File: src/rtl/dtcm_lsu.sv
// Load/store unit for a single-port-per-direction data TCM without byte enables.
// Sub-word loads are lane-extracted and extended; sub-word stores use read-modify-write.
module dtcm_lsu #(
  parameter int AW = 4,
  parameter int DW = 32
) (
  input  logic          CLK,
  input  logic          RST,
  input  logic          REQ_VALID,
  output logic          REQ_READY,
  input  logic          REQ_WE,
  input  logic [AW+1:0] REQ_ADDR,
  input  logic [1:0]    REQ_SIZE,
  input  logic          REQ_UNSIGNED,
  input  logic [DW-1:0] REQ_WDATA,
  output logic          RSP_VALID,
  input  logic          RSP_READY,
  output logic [DW-1:0] RSP_RDATA,
  output logic          RSP_ERR,
  output logic [AW-1:0] WADDR,
  output logic [DW-1:0] WDATA,
  output logic          WEN,
  output logic [AW-1:0] RADDR,
  output logic          REN,
  input  logic [DW-1:0] RDATA
);

  typedef enum logic [2:0] {
    S_IDLE,
    S_LOAD,
    S_RMW,
    S_WRITE,
    S_RESP
  } state_t;

  state_t        r_state;
  logic [AW+1:0] r_addr;
  logic [1:0]    r_size;
  logic          r_uns;
  logic [DW-1:0] r_merge;
  logic [DW-1:0] r_rdata;
  logic          r_err;

  logic          w_live;
  logic          w_err;
  logic          w_go_load;
  logic          w_go_write;
  logic          w_go_rmw;
  logic [4:0]    w_lane;
  logic [DW-1:0] w_shift;
  logic [DW-1:0] w_load;
  logic [DW-1:0] w_merge;

  assign w_live = !RST;

  assign w_err = (REQ_SIZE == 2'd3)
               | ((REQ_SIZE == 2'd1) & REQ_ADDR[0])
               | ((REQ_SIZE == 2'd2) & (|REQ_ADDR[1:0]));

  assign w_go_load  = !w_err && !REQ_WE;
  assign w_go_write = !w_err && REQ_WE
                   && (REQ_SIZE == 2'd2);
  assign w_go_rmw   = !w_err && REQ_WE
                   && (REQ_SIZE != 2'd2);

  // Half accesses are aligned, so the byte-lane shift also selects the half lane.
  assign w_lane  = {r_addr[1:0], 3'b000};
  assign w_shift = RDATA >> w_lane;

  always_comb begin
    w_load = RDATA;
    unique case (r_size)
      2'd0: w_load = r_uns
        ? {24'h0, w_shift[7:0]}
        : {{24{w_shift[7]}}, w_shift[7:0]};
      2'd1: w_load = r_uns
        ? {16'h0, w_shift[15:0]}
        : {{16{w_shift[15]}}, w_shift[15:0]};
      default: w_load = RDATA;
    endcase
  end

  // r_merge still holds the right-aligned store data while in RMW.
  always_comb begin
    w_merge = RDATA;
    unique case (r_size)
      2'd0: w_merge[w_lane +: 8] = r_merge[7:0];
      2'd1: w_merge[{r_addr[1], 4'b0000} +: 16] =
              r_merge[15:0];
      default: w_merge = r_merge;
    endcase
  end

  always_ff @(posedge CLK) begin
    if (RST) begin
      r_state <= S_IDLE;
      r_addr  <= '0;
      r_size  <= '0;
      r_uns   <= 1'b0;
      r_merge <= '0;
      r_rdata <= '0;
      r_err   <= 1'b0;
    end else begin
      unique case (r_state)
        S_IDLE: begin
          if (REQ_VALID) begin
            r_addr  <= REQ_ADDR;
            r_size  <= REQ_SIZE;
            r_uns   <= REQ_UNSIGNED;
            r_merge <= REQ_WDATA;
            r_rdata <= '0;
            r_err   <= w_err;
            unique case (1'b1)
              w_err:      r_state <= S_RESP;
              w_go_load:  r_state <= S_LOAD;
              w_go_write: r_state <= S_WRITE;
              w_go_rmw:   r_state <= S_RMW;
            endcase
          end
        end
        S_LOAD: begin
          r_rdata <= w_load;
          r_state <= S_RESP;
        end
        S_RMW: begin
          r_merge <= w_merge;
          r_state <= S_WRITE;
        end
        S_WRITE: r_state <= S_RESP;
        S_RESP: begin
          if (RSP_READY) r_state <= S_IDLE;
        end
        default: r_state <= S_IDLE;
      endcase
    end
  end

  // Strobes are gated by reset so nothing reaches memory on a reset edge.
  assign REQ_READY = w_live && (r_state == S_IDLE);
  assign RSP_VALID = w_live && (r_state == S_RESP);
  assign REN = w_live
            && ((r_state == S_LOAD)
             || (r_state == S_RMW));
  assign WEN = w_live && (r_state == S_WRITE);

  assign RADDR = REN ? r_addr[AW+1:2] : '0;
  assign WADDR = WEN ? r_addr[AW+1:2] : '0;
  assign WDATA = WEN ? r_merge : '0;

  assign RSP_RDATA = r_rdata;
  assign RSP_ERR   = r_err;

endmodule

File: config.mk
export PLATFORM = sky130hd
export DESIGN_NAME = dtcm_lsu
export DESIGN_NICKNAME = d
export VERILOG_FILES = /design/src/rtl/dtcm_lsu.sv
export SDC_FILE = /design/constraint.sdc
export NUM_CORES = 1
export LEC_CHECK = 0
export ABC_CLOCK_PERIOD_IN_PS = 2300
export CAP_MARGIN = 20
export CORE_UTILIZATION = 40
export DETAILED_ROUTE_END_ITERATION = 10
export PLACE_DENSITY = 0.7
export RECOVER_POWER = 50
export SLEW_MARGIN = 25
export SYNTH_ARGS = -nofsm -noshare
export SYNTH_HDL_FRONTEND = slang
export SYNTH_SLANG_ARGS = --single-unit
File: constraint.sdc
create_clock -name CLK -period 2.3 [get_ports CLK]
set_clock_uncertainty 0.15 [all_clocks]
set_input_delay 0.46 -clock CLK [delete_from_list [all_inputs] [get_ports CLK]]
set_output_delay 0.46 -clock CLK [all_outputs]
set_load 0.01 [all_outputs]
# Word level (Yosys, flattened, before mapping)
# Index checks and enable logic that the tools add are counted.
# op_classes
n_reduce_logical,22
addsub,2
mux,17
n_bitwise,4
shift,5
n_eq_ne,12
# op_table
cell,n
$pmux 32 s2,4
$mux 32,5
$bwmux 32,2
$shift 16x7->32 const A,1
$shift 8x7->32 const A,1
$shiftx 16x7->32,1
$shiftx 8x7->32,1
$shr 32x5->16,1
$pmux 3 s4,2
$neg 5->7,2
$logic_and 1x1->1,8
$mux 4,2
$eq 3x2->1 const B,2
$mux 3,2
$ne 2x2->1 const B,3
$reduce_and 2->1,3
$eq 2x1->1 const B,2
$eq 2x2->1 const B,2
$reduce_bool 2->1,2
$reduce_or 2->1,2
$eq 3x1->1 const B,1
$eq 3x3->1 const B,1
$logic_not 1->1,3
$logic_not 3->1,1
6 further kinds,8
# totals
word_cells,69
in_bits,78
output_inout_bits,77
regBits,77

# Depth between registers and ports, before layout
# logic_depth
word_depth,10
mapped_depth,9
depth_no_buf,6

# Worst setup path before layout
# OpenSTA, ideal clock, no wires.
# synth_timing
path_type,register to register
start,register r_addr[1]
end,register r_merge[30]
n_path_buf,3
period_less_slack_ps,2173
path_stages_with_launch,10
path_slack_ps,127
arrival_ps,1953
cell_sequence,dfxtp_1 -> buf_6 -> buf_2 -> inv_1 -> ha_1 -> nor4bb_1 -> buf_1 -> a221o_1 -> o211ai_1 -> a21oi_1
# synth_between
elab_chain_cells,5
# synth_lines
item,line_no,text
start: declaration,37,logic [AW+1:0] r_addr;
start signal: assignment,97,r_addr <= '0;
start signal: assignment,107,r_addr <= REQ_ADDR;
$neg 5->7 (on tied branches),"88, 87",
$shiftx 16x7->32 (tied with other cells),88,"2'd1: w_merge[{r_addr[1], 4'b0000} +: 16] ="
$bwmux 32 (on tied branches),"88, 87",
$pmux 32 s2 *,86,unique case (r_size)
$pmux 32 s2 *,104,unique case (r_state)
end signal: assignment,126,r_merge <= w_merge;
end: declaration,40,logic [DW-1:0] r_merge;
# Mark *: on every way between the ends. The rest lies on a longest branch, timed or not.
# A chain may end at the register's enable or synchronous reset.

# Worst setup path after layout
# layout_timing
start,register r_addr[1]
end,"register r_rdata[14], in the netlist RSP_RDATA[14]"
# layout_between
elab_chain_cells,4
# layout_lines
item,line_no,text
$shr 32x5->16 *,68,assign w_shift = RDATA >> w_lane;
$mux 32 (on tied branches),"77, 74",
$pmux 32 s2 *,72,unique case (r_size)
$pmux 32 s2 *,104,
end signal: assignment,122,r_rdata <= w_load;
end: declaration,41,logic [DW-1:0] r_rdata;
# Marks and branches as above.

==> flow_summary.json <==
{
  "hold_path.class": "register to register",
  "slew_viol_final": 0,
  "synth_compound_area_frac": 0.321,
  "yosys.area_share.xor_xnor": 0.00376,
  "p_leak_nw": 2.68,
  "numCtsBuffers": 9,
  "finalSetupViolCount": 0,
  "wl_met1_um": 7160,
  "cp_data_arrival_time_ns": 2.30,
  "worstReg2RegEnd": "RSP_RDATA[14]",
  "criticalPathCategory": "register to register",
  "clk_latency_ns": 0.34,
  "dr.pass1.iters": 6,
  "gr-usage-all-layers": 0.291,
  "yosys.area_share.simple": 0.218,
  "routed.top_layer": "met4",
  "die_h_um": 110,
  "cts_tree": "yes",
  "die_w_um": 110,
  "synth_mux_area_frac": 0.0460,
  "antenna_found_initial": 0,
  "vias": 5176,
  "grt_pass1_vias": 4994,
  "final_area_sq_mm": 0.00669,
  "portBuffers": 154,
  "drc_errors": 0,
  "gp_congestion": 0.916,
  "pwr_density_cell_mw_per_mm2": 615,
  "maxSlewHeadroom": 0.488,
  "vias_per_cell": 5.96,
  "syn_area_sq_mm": 0.00465,
  "clkTransAtPathRegs_ns": 0.07,
  "ir_drop_mv": 0.317,
  "cts.sinks": 77,
  "min_path_cells": 1,
  "synth_nets": 637,
  "synth.distinct_cells": 64,
  "r2r_cells": 5,
  "gr-total-overflow": 0,
  "avgRoutedWirePerCell_um": 20.1,
  "dp.cells": 850,
  "start_util": 0.409,
  "clockRootBuffer": "clkbuf_16",
  "diodes": 0,
  "ys_seq_area_frac": 0.331,
  "worst_pin_slew_ns": 0.768,
  "fp.dieArea_sq_mm": 0.0121,
  "coreArea_sq_mm": 0.0114,
  "avgSynthCellArea_sq_um": 8.40,
  "dpl_cell_area_sq_mm": 0.00654,
  "ios": 155,
  "rr_startpoint": "r_addr[1]",
  "synth_warnings": 0,
  "cp.required_ns": 2.38,
  "finalHoldViolations": 0,
  "drt_iter0_drc": 505,
  "ys_ff_latch": 77,
  "worstHoldStart": "RSP_RDATA[4]",
  "rsz0062_at_grt": "no",
  "outcome": "complete, no violations",
  "synth_edf_count": 0,
  "cp_max_fo": 14,
  "grt_pass1_wl_um": 26300,
  "synth-main-ff-cell": "dfxtp_1",
  "rrSetupSlack_ns": 0.09,
  "dp_hpwl_um": 12600,
  "cts.htree.levels": 3,
  "wl_met2_um": 8120,
  "ant_nets": 0,
  "nets": 804,
  "final_common_cell": "dfxtp_1",
  "period_share": 0.963,
  "startpoint_type": "register",
  "cap_viol_max_count": 0,
  "grt_max_degree": 37,
  "drive_above_1_share": 0.196,
  "synthArstFlopShare": 0,
  "clock.fmax_mhz": 452,
  "drt_wl_total_um": 17400,
  "min_period_ns": 2.21,
  "hold-path-endpoint": "RSP_RDATA[4]",
  "area_delta_synth_final_pct": 43.7,
  "synth_top_family_by_area": "compound AO/OA/AOI/OAI gates",
  "synth_fa_ha_area_frac": 0.0134,
  "row_count": 39,
  "end_kind": "register",
  "clockBufferDepth": 2,
  "met3_length_um": 1300,
  "finalNonFillerCells": 869,
  "postSynthCellCount": 554,
  "final_cell_mix": "75 x dfxtp_1, 74 x clkdlybuf4s50_1, 49 x nand2_1"
}
==> layer usage <==
layer / global-route usage / vias to the layer above
li1: - / 2401
met4: 0.173 / 0
met2: 0.466 / 270
met3: 0.0421 / 69
met5: 0 / -
met1: 0.370 / 2436
==> Yosys cell counts (2+ instances only) <==
cell type | number | share of area
nor3b_1 | 5 | 0.0081
o221ai_1 | 8 | 0.015
mux2_2 | 9 | 0.022
nand3_1 | 18 | 0.019
o21ai_2 | 2 | 0.0038
a211oi_2 | 3 | 0.0081
or2b_1 | 3 | 0.0048
o21ai_0 | 37 | 0.040
nor3b_2 | 2 | 0.0054
buf_4 | 6 | 0.0097
nor3_2 | 2 | 0.0043
buf_2 | 16 | 0.017
clkbuf_1 | 21 | 0.017
ha_1 | 5 | 0.013
buf_1 | 2 | 0.0016
a221oi_1 | 15 | 0.028
nor2b_1 | 6 | 0.0081
o22ai_1 | 3 | 0.0040
a22oi_1 | 16 | 0.026
a221oi_2 | 2 | 0.0065
xnor2_1 | 2 | 0.0038
o21ai_1 | 11 | 0.012
nor2_1 | 6 | 0.0048
buf_6 | 4 | 0.0097
dfxtp_1 | 77 | 0.33
o211ai_1 | 16 | 0.026
nand3b_1 | 2 | 0.0032
and2_1 | 43 | 0.058
a221o_1 | 16 | 0.034
o31ai_1 | 13 | 0.021
nand2b_1 | 15 | 0.020
nand2_1 | 49 | 0.040
nor3_1 | 5 | 0.0054
a21oi_2 | 2 | 0.0038
a31oi_1 | 10 | 0.013
a21oi_1 | 38 | 0.041
o2bb2ai_1 | 8 | 0.015
and3_1 | 8 | 0.011
inv_1 | 15 | 0.012
mux2i_1 | 9 | 0.019
==> cells by family (layout without fill, tap and decap cells) <==
| family | Yosys count | in the layout |
|---|---|---|
| fa+ha+maj | 5 | 5 |
| flops | 77 | 77 |
| compound gates | 210 | 210 |
| mux | 19 | 19 |
| xor+xnor | 2 | 2 |
| buf+inv | 64 | 236 |
| simple gates | 177 | 177 |
==> sequential cells by signal, indices dropped and copies added, names as in the netlist <==
signal,cells
r_merge,32
r_size,2
r_uns,1
r_addr,6
RSP_ERR,1
RSP_RDATA,32
r_state,3
==> worst max-delay path: stages, from the launching register on <==
cell	delay, ns
dfxtp_1	0.38
clkbuf_2	0.42
mux4_2	0.41
a21oi_1	0.22
nor2b_1	0.18
a221o_1	0.34
==> area by class of cell <==
cell class              count  area, sq um
clock buffers               9          225
clock inverters             7          103
fillers                  1042         4680
inverters                  15         56.3
multi-input cells         413         2810
flip-flops and latches     77         1540
well taps                 143          179
repair buffers            205         1770
==> power breakdown <==
| part | total (mW) | switching, mW | internal [mW] |
|---|---|---|---|
| combinational | 0.980 | 0.536 | 0.444 |
| sequential | 1.53 | 0.0839 | 1.44 |
| clock | 1.61 | 0.636 | 0.969 |
==> worst max-delay path by stage <==
stage	start	endpoint	slack [ns]	cells past startpoint
after floorplan	r_addr[1]	r_merge[30]	0.13	9
after global placement	RDATA[31]	RSP_RDATA[14]	-0.11	5
after detailed placement	RDATA[31]	RSP_RDATA[14]	-0.16	5
after CTS	r_state[2]	WDATA[5]	-0.005	6
after global routing	r_state[1]	r_merge[0]	0.006	7
final	r_addr[1]	RSP_RDATA[14]	0.09	5
==> metrics by stage <==
stage          setup slack, ns  hold slack, ns  TNS (ns)  power, mW   util
4_1_cts               -0.00482           0.317  -0.00482       4.13  0.611
3_3_place_gp            -0.107           0.298     -1.70       2.52  0.575
3_5_place_dp            -0.161           0.307     -3.98       2.54  0.575
2_1_floorplan            0.127           0.287         0       2.06      -
6_report                0.0861           0.314         0       4.11  0.588
5_1_grt                0.00611           0.327         0       4.25  0.588
==> repair_timing <==
action / CTS / global route
endpoints found under the hold margin: 0 / 0
hold buffers: 0 / 0
gates resized for setup: 101 / 52
pin swaps: 1 / 2
endpoints found under the setup margin: 45 / 57
gates cloned: 1 / 0
buffers inserted: 1 / 1
No activity file was read; power rests on OpenSTA's default activity.
